===== src/rtl/rvfpm_issue_ctrl.sv =====
// rvfpm_issue_ctrl
//   In-order issue controller in front of the rvfpm FPU model. Offloaded
//   XIF instructions are buffered with their id until the core commits or
//   kills them. Committed entries are then handed to the FPU over the
//   enable/fpu_ready handshake, strictly in issue order.
//
// Ports
//   ck, rst                     clock (rising edge), async active-low reset
//   issue_valid/ready/instr/id  XIF issue request into the queue
//   commit_valid/id/kill        XIF commit/kill strobe for a queued id
//   enable/instruction/id_out   dispatch of the head entry to the FPU
//   fpu_ready                   FPU accepts the dispatch when high with enable
//   count                       occupied queue entries
//   err_commit                  pulse: commit/kill matched no pending entry
//   err_dup_id                  pulse: accepted issue reused a queued id
//
// Dispatch FSM
//   state  | meaning
//   S_IDLE | nothing to hand over: queue empty or head still pending
//   S_SEND | head is committed, enable high until the FPU takes it
//   S_DROP | head was killed, discard it in one cycle without enable
module rvfpm_issue_ctrl #(
  parameter int X_ID_WIDTH  = 4,
  parameter int DEPTH       = 4,
  parameter int INSTR_WIDTH = 32
) (
  input  logic                     ck,
  input  logic                     rst,
  input  logic                     issue_valid,
  output logic                     issue_ready,
  input  logic [INSTR_WIDTH-1:0]   issue_instr,
  input  logic [X_ID_WIDTH-1:0]    issue_id,
  input  logic                     commit_valid,
  input  logic [X_ID_WIDTH-1:0]    commit_id,
  input  logic                     commit_kill,
  output logic                     enable,
  output logic [INSTR_WIDTH-1:0]   instruction,
  output logic [X_ID_WIDTH-1:0]    id_out,
  input  logic                     fpu_ready,
  output logic [$clog2(DEPTH):0]   count,
  output logic                     err_commit,
  output logic                     err_dup_id
);

  localparam int PW = $clog2(DEPTH);
  localparam logic [PW:0] CNT_ONE  = (PW+1)'(1);
  localparam logic [PW:0] CNT_FULL = (PW+1)'(DEPTH);

  typedef enum logic [1:0] {E_FREE, E_PEND, E_COMMITTED, E_KILLED} entry_t;
  typedef enum logic [1:0] {S_IDLE, S_SEND, S_DROP} state_t;

  entry_t                 ent_st    [DEPTH];
  logic [INSTR_WIDTH-1:0] ent_instr [DEPTH];
  logic [X_ID_WIDTH-1:0]  ent_id    [DEPTH];

  logic [PW-1:0] wr_ptr, rd_ptr, nxt_ptr, srch_idx, cm_idx;
  state_t        state, state_nxt, follow_state;
  logic          issue_fire, pop, have_next, cm_hit, dup_hit;

  assign issue_ready = (count < CNT_FULL);
  assign issue_fire  = issue_valid && issue_ready;
  assign nxt_ptr     = rd_ptr + 1'b1;
  assign have_next   = (count > CNT_ONE);
  assign pop         = ((state == S_SEND) && fpu_ready) || (state == S_DROP);

  assign enable      = (state == S_SEND);
  assign instruction = enable ? ent_instr[rd_ptr] : '0;
  assign id_out      = enable ? ent_id[rd_ptr] : '0;

  // Oldest pending entry with the committed id: scan from the head so the
  // first hit is the oldest. Entries written at this same edge are not yet
  // PEND and therefore cannot match.
  always_comb begin
    cm_hit   = 1'b0;
    cm_idx   = '0;
    srch_idx = '0;
    for (int i = 0; i < DEPTH; i++) begin
      srch_idx = rd_ptr + PW'(i);
      if (!cm_hit && commit_valid && (ent_st[srch_idx] == E_PEND) &&
          (ent_id[srch_idx] == commit_id)) begin
        cm_hit = 1'b1;
        cm_idx = srch_idx;
      end
    end
  end

  always_comb begin
    dup_hit = 1'b0;
    for (int i = 0; i < DEPTH; i++) begin
      if ((ent_st[i] != E_FREE) && (ent_id[i] == issue_id)) dup_hit = 1'b1;
    end
  end

  // Where to go after the head leaves: decided from the registered state of
  // the entry behind it, so a commit landing on that entry this same edge is
  // only seen one cycle later.
  always_comb begin
    follow_state = S_IDLE;
    if (have_next && (ent_st[nxt_ptr] == E_COMMITTED)) follow_state = S_SEND;
    else if (have_next && (ent_st[nxt_ptr] == E_KILLED)) follow_state = S_DROP;
  end

  always_comb begin
    state_nxt = state;
    case (state)
      S_IDLE: begin
        if (count != '0) begin
          if (ent_st[rd_ptr] == E_COMMITTED) state_nxt = S_SEND;
          else if (ent_st[rd_ptr] == E_KILLED) state_nxt = S_DROP;
        end
      end
      S_SEND:  if (fpu_ready) state_nxt = follow_state;
      S_DROP:  state_nxt = follow_state;
      default: state_nxt = S_IDLE;
    endcase
  end

  always_ff @(posedge ck or negedge rst) begin
    if (!rst) state <= S_IDLE;
    else      state <= state_nxt;
  end

  always_ff @(posedge ck or negedge rst) begin
    if (!rst) begin
      wr_ptr     <= '0;
      rd_ptr     <= '0;
      count      <= '0;
      err_commit <= 1'b0;
      err_dup_id <= 1'b0;
      for (int i = 0; i < DEPTH; i++) begin
        ent_st[i]    <= E_FREE;
        ent_instr[i] <= '0;
        ent_id[i]    <= '0;
      end
    end else begin
      err_commit <= commit_valid && !cm_hit;
      err_dup_id <= issue_fire && dup_hit;

      // The popped slot is never PEND and the write slot is FREE, so these
      // three updates never touch the same entry in one cycle.
      if (cm_hit) ent_st[cm_idx] <= commit_kill ? E_KILLED : E_COMMITTED;
      if (pop) begin
        ent_st[rd_ptr] <= E_FREE;
        rd_ptr         <= nxt_ptr;
      end
      if (issue_fire) begin
        ent_st[wr_ptr]    <= E_PEND;
        ent_instr[wr_ptr] <= issue_instr;
        ent_id[wr_ptr]    <= issue_id;
        wr_ptr            <= wr_ptr + 1'b1;
      end

      case ({issue_fire, pop})
        2'b10:   count <= count + 1'b1;
        2'b01:   count <= count - 1'b1;
        default: count <= count;
      endcase
    end
  end

endmodule


===== config.mk =====
export PLATFORM = sky130hd
export DESIGN_NAME = rvfpm_issue_ctrl
export DESIGN_NICKNAME = d
export VERILOG_FILES = /design/src/rtl/rvfpm_issue_ctrl.sv
export SDC_FILE = /design/constraint.sdc
export NUM_CORES = 1
export LEC_CHECK = 0
export CORE_AREA = 3 3 115 162
export DETAILED_ROUTE_END_ITERATION = 8
export DIE_AREA = 0 0 118 165
export PLACE_DENSITY_LB_ADDON = 0.3
export SLEW_MARGIN = 15
export SYNTH_ARGS = -nofsm -noshare
export SYNTH_HDL_FRONTEND = slang
export SYNTH_SLANG_ARGS = --single-unit

===== constraint.sdc =====
create_clock -name ck -period 6.25 [get_ports ck]
set_input_delay 0.9375 -clock ck [delete_from_list [all_inputs] [get_ports ck]]
set_output_delay 0.9375 -clock ck [all_outputs]
set_load 0.05 [all_outputs]

== Word-level counts from Yosys, hierarchy flattened ==
Cells that the tools add are included.

* Register bits: 163
* Bits of input ports: 46
* Output and inout bits: 43
* Logic and storage cells: 172

* $add $sub $neg: 6
* $lt $le $gt $ge: 11
* Equality and inequality tests: 23
* Muxes and demuxes: 66
* Bitwise logic cells: 11
* Reduce and logical (&&, ||, !) cells: 37

{| class="wikitable"
|+ Operators by type and width
! cell !! number
|-
| $bwmux W128 || 1
|-
| $mux W32 || 4
|-
| $bmux W32 S2 || 1
|-
| $demux W32 S2 || 1
|-
| $mux W2 || 21
|-
| $mux W4 || 10
|-
| $bmux W4 S2 || 4
|-
| $eq A4 B4 Y1 || 8
|-
| $logic_and A1 B1 Y1 || 24
|-
| $mux W8 || 3
|-
| $ge A3 B3 Y1 const B || 6
|-
| $not A2 Y3 || 6
|-
| $bmux W2 S2 || 4
|-
| $bwmux W16 || 1
|-
| $demux W2 S2 || 3
|-
| $eq A2 B1 Y1 const B || 6
|-
| $eq A2 B2 Y1 const B || 6
|-
| $reduce_bool A2 Y1 || 5
|-
| $lt A3 B1 Y1 const B || 3
|-
| $mux W1 || 9
|-
| $and A8 B8 Y8 || 1
|-
| $bwmux W8 || 1
|-
| $demux W4 S2 || 1
|-
| $not A8 Y8 || 1
|-
| 19 further kinds || 24
|}

== Logic depth before layout (Yosys ltp) ==
* Depth after elaboration: 34
* Depth in mapped cells: 14
* Gate-level depth less buffers: 9

== Worst setup path before layout ==
OpenSTA, ideal clock, no wires.

* Kind: reg2out
* Start: reg rd_ptr[0]
* End: out instruction[24]
* Arrival time: 2.388 ns
* Required time: 5.312 ns
* Setup slack: 2.925 ns
* Cell stages (with the launch flop): 8
* Buffers on the path: 5
* Path through: dfrtp_1 buf_6 buf_6 buf_6 buf_2 buf_1 mux4_2 and2_1

* Cells in the longest elaborated chain, start to end: 5

{| class="wikitable"
|+ RTL lines
! item !! line !! RTL
|-
| start, declared || 56 || <nowiki>logic [PW-1:0] wr_ptr, rd_ptr, nxt_ptr, srch_idx, cm_idx;</nowiki>
|-
| start signal, assigned || 144 || <nowiki>rd_ptr <= nxt_ptr;</nowiki>
|-
| $not A2 Y3 (implied by the code) || 67 || <nowiki>assign instruction = enable ? ent_instr[rd_ptr] : '0;</nowiki>
|-
| $bmux W32 S2 || 67 ||
|-
| $mux W32 (implied by the code) (2 in a row) || 67 ||
|-
| $mux W32 || 67 ||
|-
| end, declared || 37 || <nowiki>output logic [INSTR_WIDTH-1:0] instruction,</nowiki>
|}

No other way between the ends. The select of a mux whose other input is x is not followed.

== Final worst setup path ==
* Start: reg rd_ptr[0]
* End: out instruction[9]

Same word-level chain as after synthesis.

==> summary by stage <==
Final layout
The final instance count without filler cells is approximately 950. The repair_antennas step left the layout with diodes totalling 0. The synthesis-to-finish area growth is 18.3%. Leaving out fill and tap cells, the most frequent cell in the layout is sky130_fd_sc_hd__dfrtp_1. In the final layout, the share of cells above drive strength 1 is 0.328.

Summing all non-filler instances in the final layout gives an area of 0.0102 mm2. The net count of the finished layout is 763. In the layout the commonest cells are 161 x sky130_fd_sc_hd__dfrtp_1, 140 x sky130_fd_sc_hd__mux2_2, 87 x sky130_fd_sc_hd__clkdlybuf4s50_1.

Placement
Routability-driven placement finished with a final weighted congestion of between 0.8 and 0.9. After legalization and detailed placement, the total HPWL measured 12800 um. After detailed placement, the design holds a cell count of 917. The placed instances occupy a cell area of between 0.009 and 0.01 mm2. Port buffering added 88 buffers.

Worst setup path
The startpoint-to-endpoint class of the critical path is reg2out. For flop-to-flop paths, the worst setup slack is 2190 ps. In this run the worst path has a maximum fanout of 36. The cell count of the worst reg-to-reg path is 9. The end point of the critical path is instruction[9]. In this run the critical register-to-register path is launched from rd_ptr[0]. The launch point of the worst path is rd_ptr[0]. The endpoint identified for the worst register-to-register timing path is ent_st[6]. The type of destination of the critical path is an output pin. Data arrives at the worst endpoint at 3310 ps.

Data on the critical path is required at its endpoint by roughly 5300 ps. The worst setup path is launched from a register.

STA
The fraction of the cycle the final worst path needs is 0.679. After routing, the total negative slack on setup checks comes to 0 ps. On the final layout, the worst clock skew is between 10 and 15 ps. The total count of hold-check failures in the final report is 0. Setup repair after global routing left no endpoint under its margin. The max-slew violation total from the final report is 0. Static timing analysis puts the maximum clock frequency at 0.236 GHz.

The post-layout minimum cycle time is 4250 ps. The worst-margin pin slew is 1150 ps. The number of failing setup endpoints in the final timing report is 0. Headroom to the max-slew limit came out at 0.229.

Clock network
The clock network latency to the later pin of the worst-skew pair is 420 ps. In this run the clock root is driven by a sky130_fd_sc_hd__clkbuf_16. The clock tree synthesis step divided the H-tree into 4 levels. After clock tree synthesis, the clock-pin slew on the worst setup and hold paths is 60 ps. The clock net in this run drives a total of 163 sinks. No sink is reached through more buffers than the 2 on the longest clock path. The number of setup buffers added after CTS is 0. The number of buffers inserted during clock tree synthesis is 17.

After clock tree synthesis, the repair step resized 0 gates. TritonCTS built the clock tree. The total of hold buffers inserted after clock tree synthesis is 0.

Route
In the routed design, unresolved DRC markers number 0. The number of vias per cell is 5.72. The detail route stage leaves a number of antenna-violating nets equal to 0. The detailed-route wire length is 19400 um. The detailed router finished its first iteration with 219 violations. The pre-antenna-repair detailed-routing pass consisted of 4 iterations.

For this block, the via count after detailed routing is 5426. In the final routed layout, each cell accounts on average for 20.5 um.

Floorplanning
The number of rows created at floorplan is 57. The die is about 120 um wide. The initial utilization of the core area, before any placement, comes to 0.497. The total core area is 0.0173 mm2. Measured along the y axis, the die boundary spans 165 um. The top-level port count is 89. The die covers 0.0195 mm2.

Status
The run finished with clean final reports.

Global route
The initial antenna violation count was 0. Entering global routing, the biggest net connects 87 pins. The first global-routing pass estimated approximately 32000 um of wire.

For this run the aggregate overflow at the end of global routing stands at 0. For this run, the total global-route usage over all layers was measured as 0.211. The via count of the first global-routing pass was 6087.

Power
Across the VDD grid, the largest voltage drop is 0.235 mV. The ratio of total power to cell area is 519 mW/mm2. Summed over all cells, the static leakage comes to 4.22 nW.

The share of total power dissipated in sequential elements is 0.369. The share of total power dissipated in combinational logic is 0.452. The internal portion of the total power is 3.41 mW. The switching power as a share of total power is 0.354. For this design the total switching power over the nets is about 1.9 mW. The relative contribution of the clock network to total power is 0.179.

Synth
For this run, asynchronously set or reset flops after synthesis account for 1.00. The sequential share of the synthesized area is 0.474. The synthesized netlist contains 55 unique library cells.

The number of storage elements in the synthesis netlist is 163. The number of nets handed over by synthesis was 693. The number of enable flip-flop cells after synthesis is 0.

The mean instance size in the synthesized netlist is 13.7 um2. The main flop type after synthesis is sky130_fd_sc_hd__dfrtp_1. The gate count after technology mapping is 630. For this run, the number of Yosys warnings is 0. The combined area of all synthesized cells is 0.00861 mm2.

Flow run
Max-cap violations in this run came to 0.

Hold path
Along the worst hold path, the cell count comes to 1. The tightest min-delay check is of the reg2reg type.
==> cell families (layout without fill, tap and decap cells) <==
logic type               Yosys count  after routing  share of synthesized area
multiplexers                     193            193                      0.323
flip-flops                       163            163                      0.474
AND/OR/NAND/NOR                  103            103                     0.0680
buffers and inverters             61            144                     0.0298
AO/OA/AOI/OAI                     58             58                     0.0456
XOR/XNOR                          35             35                     0.0356
adder cells (fa/ha/maj)           17             17                     0.0247
==> area by class of cell <==
| type | instances | area, um2 |
|---|---|---|
| clock inverter | 14 | 108 |
| inverter | 20 | 75.1 |
| tap | 236 | 295 |
| timing repair buffer | 92 | 912 |
| sequential | 163 | 4080 |
| fill | 1397 | 7140 |
| clock buffer | 18 | 429 |
| multi-input combinational | 406 | 4290 |
==> power groups by stage <==
stage | logic (mW) | registers [mW] | clock network [mW]
6_report | 2.39 | 1.95 | 0.946
5_1_grt | 2.59 | 2.03 | 1.02
4_1_cts | 2.42 | 1.95 | 0.970
3_5_place_dp | 2.41 | 1.97 | 0
3_3_place_gp | 2.36 | 1.91 | 0
2_1_floorplan | 1.94 | 1.85 | 0
==> cells in the mapped netlist (all sizes together) (4+ instances only) <==
master,instances,area share
a211oi,4,0.0035
a21oi,10,0.0067
and2,37,0.027
buf,10,0.0076
clkbuf,31,0.014
dfrtp,163,0.47
ha,17,0.025
inv,20,0.0087
mux2,140,0.18
mux4,52,0.14
nand2,24,0.010
nor2,9,0.0039
nor3,4,0.0023
nor4,7,0.0051
o21ai,16,0.0093
xnor2,22,0.022
xor2,13,0.013
==> worst min-delay path by stage <==
stage,slack (ps),end,from
finish,500,ent_instr[13],ent_instr[13]
global placement,480,ent_instr[19],ent_instr[19]
floorplan,470,ent_instr[32],ent_instr[32]
global route,510,ent_instr[21],ent_instr[21]
detailed placement,490,ent_instr[52],ent_instr[52]
CTS,510,ent_instr[21],ent_instr[21]
==> flip-flops by register name, indices dropped and copies added (netlist names), 2 cells and up <==
| signal | cells |
|---|---|
| ent_instr | 128 |
| wr_ptr | 2 |
| ent_st | 8 |
| count | 3 |
| ent_id | 16 |
| state | 2 |
| rd_ptr | 2 |
==> critical path: stages, from the launching register on <==
cell and delay (ps):
sky130_fd_sc_hd__dfrtp_4 750, sky130_fd_sc_hd__buf_4 610, sky130_fd_sc_hd__mux4_2 590, sky130_fd_sc_hd__and2_1 190, sky130_fd_sc_hd__clkdlybuf4s50_1 700
==> metrics by stage <==
stage | util | power, mW | worst slack, ps | hold WS, ps
after floorplan | - | 3.78 | 2920 | 474
after global placement | 0.557 | 4.27 | 2340 | 482
after detailed placement | 0.557 | 4.38 | 2200 | 491
after CTS | 0.588 | 5.35 | 1940 | 506
after global routing | 0.588 | 5.64 | 1770 | 511
final | 0.588 | 5.29 | 2000 | 501
==> layer usage <==
metal  part of all wire  GRT usage  vias up
li1                   -          -     2452
met2               0.55      0.388      107
met4              0.015     0.0693        0
met3              0.033     0.0418       16
met5                  0          0        -
met1               0.40      0.249     2851
Note: power is estimated with default switching activity, not from simulation.
==> RTL change (same settings) <==
The parameter `DEPTH` goes from 4 to 2.
--- a/src/rtl/rvfpm_issue_ctrl.sv
+++ b/src/rtl/rvfpm_issue_ctrl.sv
@@ -23,3 +23,3 @@
   parameter int X_ID_WIDTH  = 4,
-  parameter int DEPTH       = 4,
+  parameter int DEPTH       = 2,
   parameter int INSTR_WIDTH = 32
Ports: changed (resized count); port bits go from 89 to 88. No check against the original RTL was run, so the function may have changed too.
==> RTL change against the original RTL <==
- global-route usage is 9.8 points lower
- synthesized area is 50% lower
- design area is 44% lower
- wire length is 44% lower
- power is 46% lower
- worst setup slack better by 0.68 ns
- sequential cell count is 79 lower
- highest routed layer is now met5
- register-to-register slack better by 1.5 ns
- sequential share of layout area is 3.1 points lower
==> RTL change: results (changes against the original RTL) <==
metric	value	unit	change
final_nets	554		was 763
ys_top_cells_by_count	nand2_1 (117), dfrtp_1 (84), mux2i_1 (40), nor2_1 (40), mux2_2 (36)		was dfrtp_1 (163), mux2_2 (140), mux4_2 (46)
synth_compound_area_frac	0.0557		was 0.0456
grt_pass1_vias	3559		was 6087
drtIter0Drc	208		was 219
synthArstFlopShare	1.00		unchanged
ys_seq_area_frac	0.490		was 0.474
tightest_slew	1.03	ns	was 1.15 ns
r2r_end	ent_st[2]		was ent_st[6]
gp_congestion	0.786		was 0.875
synth_cell_type_count	43		was 55
vias	3242		was 5426
met3_usage	0.0271		was 0.0418
grt_pass1_wl	17.7	mm	was 32.1 mm
dpl.hpwl	7.10	mm	was 12.8 mm
reg2reg_slack	3.69	ns	was 2.19 ns
muxShareOfSynthArea	0.191		was 0.323
port-buffer-count	87		was 88
synth_fa_ha_area_frac	0.0204		was 0.0247
cts_htree_levels	3		was 4
worstPathArrival	2.63	ns	was 3.31 ns
crit_family	flip-flops		was buffers and inverters
power.leakage	2.52	nW	was 4.22 nW
holdWs	0.473	ns	was 0.501 ns
status	finished, final reports clean		unchanged
grt_use_met2	0.202		was 0.388
hold-path-endpoint	ent_instr[61]		was ent_instr[13]
drive_above_1_share	0.135		was 0.328
dr.pass1.iters	4		unchanged
numCtsBuffers	9		was 17
drt_wl_total	10.8	mm	was 19.4 mm
num-fill-cells	1804		was 1397
r2r_cells	5		was 9
track_usage	0.113		was 0.211
whs_path_depth	2		was 1
gr-usage-met1	0.131		was 0.249
synth_xor_xnor_area_share	0.0388		was 0.0356
peakVddDrop	170	uV	was 235 uV
## RTL change: power breakdown
part | internal (mW) | leakage [nW] | total, mW | switching [mW]
registers | 0.811 | 1.02 | 1.07 | 0.260
logic | 0.546 | 1.34 | 1.19 | 0.643
clock network | 0.361 | 0.155 | 0.580 | 0.219
total | 1.72 | 2.52 | 2.84 | 1.12
## RTL change: layer usage
layer / up-vias / wire (um)
met3: 14 / 402
met1: 1596 / 4680
met2: 61 / 5590
met4: 2 / 167
met5: - / 7
li1: 1569 / -
## RTL change: area by class of cell
cell class / instances / area share
Clock buffer: 10 / 0.0419
Clock inverter: 5 / 0.0149
Inverter: 9 / 0.00592
Multi-Input combinational cell: 309 / 0.363
Sequential cell: 84 / 0.369
Tap cell: 236 / 0.0518
Timing Repair Buffer: 88 / 0.154
## RTL change: how the worst max path moves through the flow
stage	end	slack, ns
final	id_out[0]	2.68
after global routing	id_out[2]	2.54
after CTS	id_out[0]	2.65
after detailed placement	id_out[0]	3.02
after global placement	id_out[2]	3.02
after floorplan	id_out[0]	3.29
## RTL change: stage by stage
stage,util,area [sq um],setup WS (ns),instances,power (mW)
floorplan,-,4290,3.29,423,1.95
CTS,0.329,5690,2.65,741,2.89
global placement,0.310,5370,3.02,726,2.26
finish,0.329,5700,2.68,741,2.84
global route,0.329,5700,2.54,741,3.06
detailed placement,0.310,5370,3.02,726,2.29
## RTL change: cell families after synthesis
family,after synthesis
DFF,84
xor gates and xnor gates,19
AOI/OAI and AO/OA,30
muxes,77
and+or+nand+nor,176
adders and majority gates,7
buffers and inverters,30
## RTL change: worst reg2reg max path, delay by kind of cell (launching register included)
family	cells	cell delay [ns]
xor gates and xnor gates	1	0.17
AOI/OAI and AO/OA	1	0.11
and+or+nand+nor	2	0.69
muxes	1	0.37
DFF	1	1.07
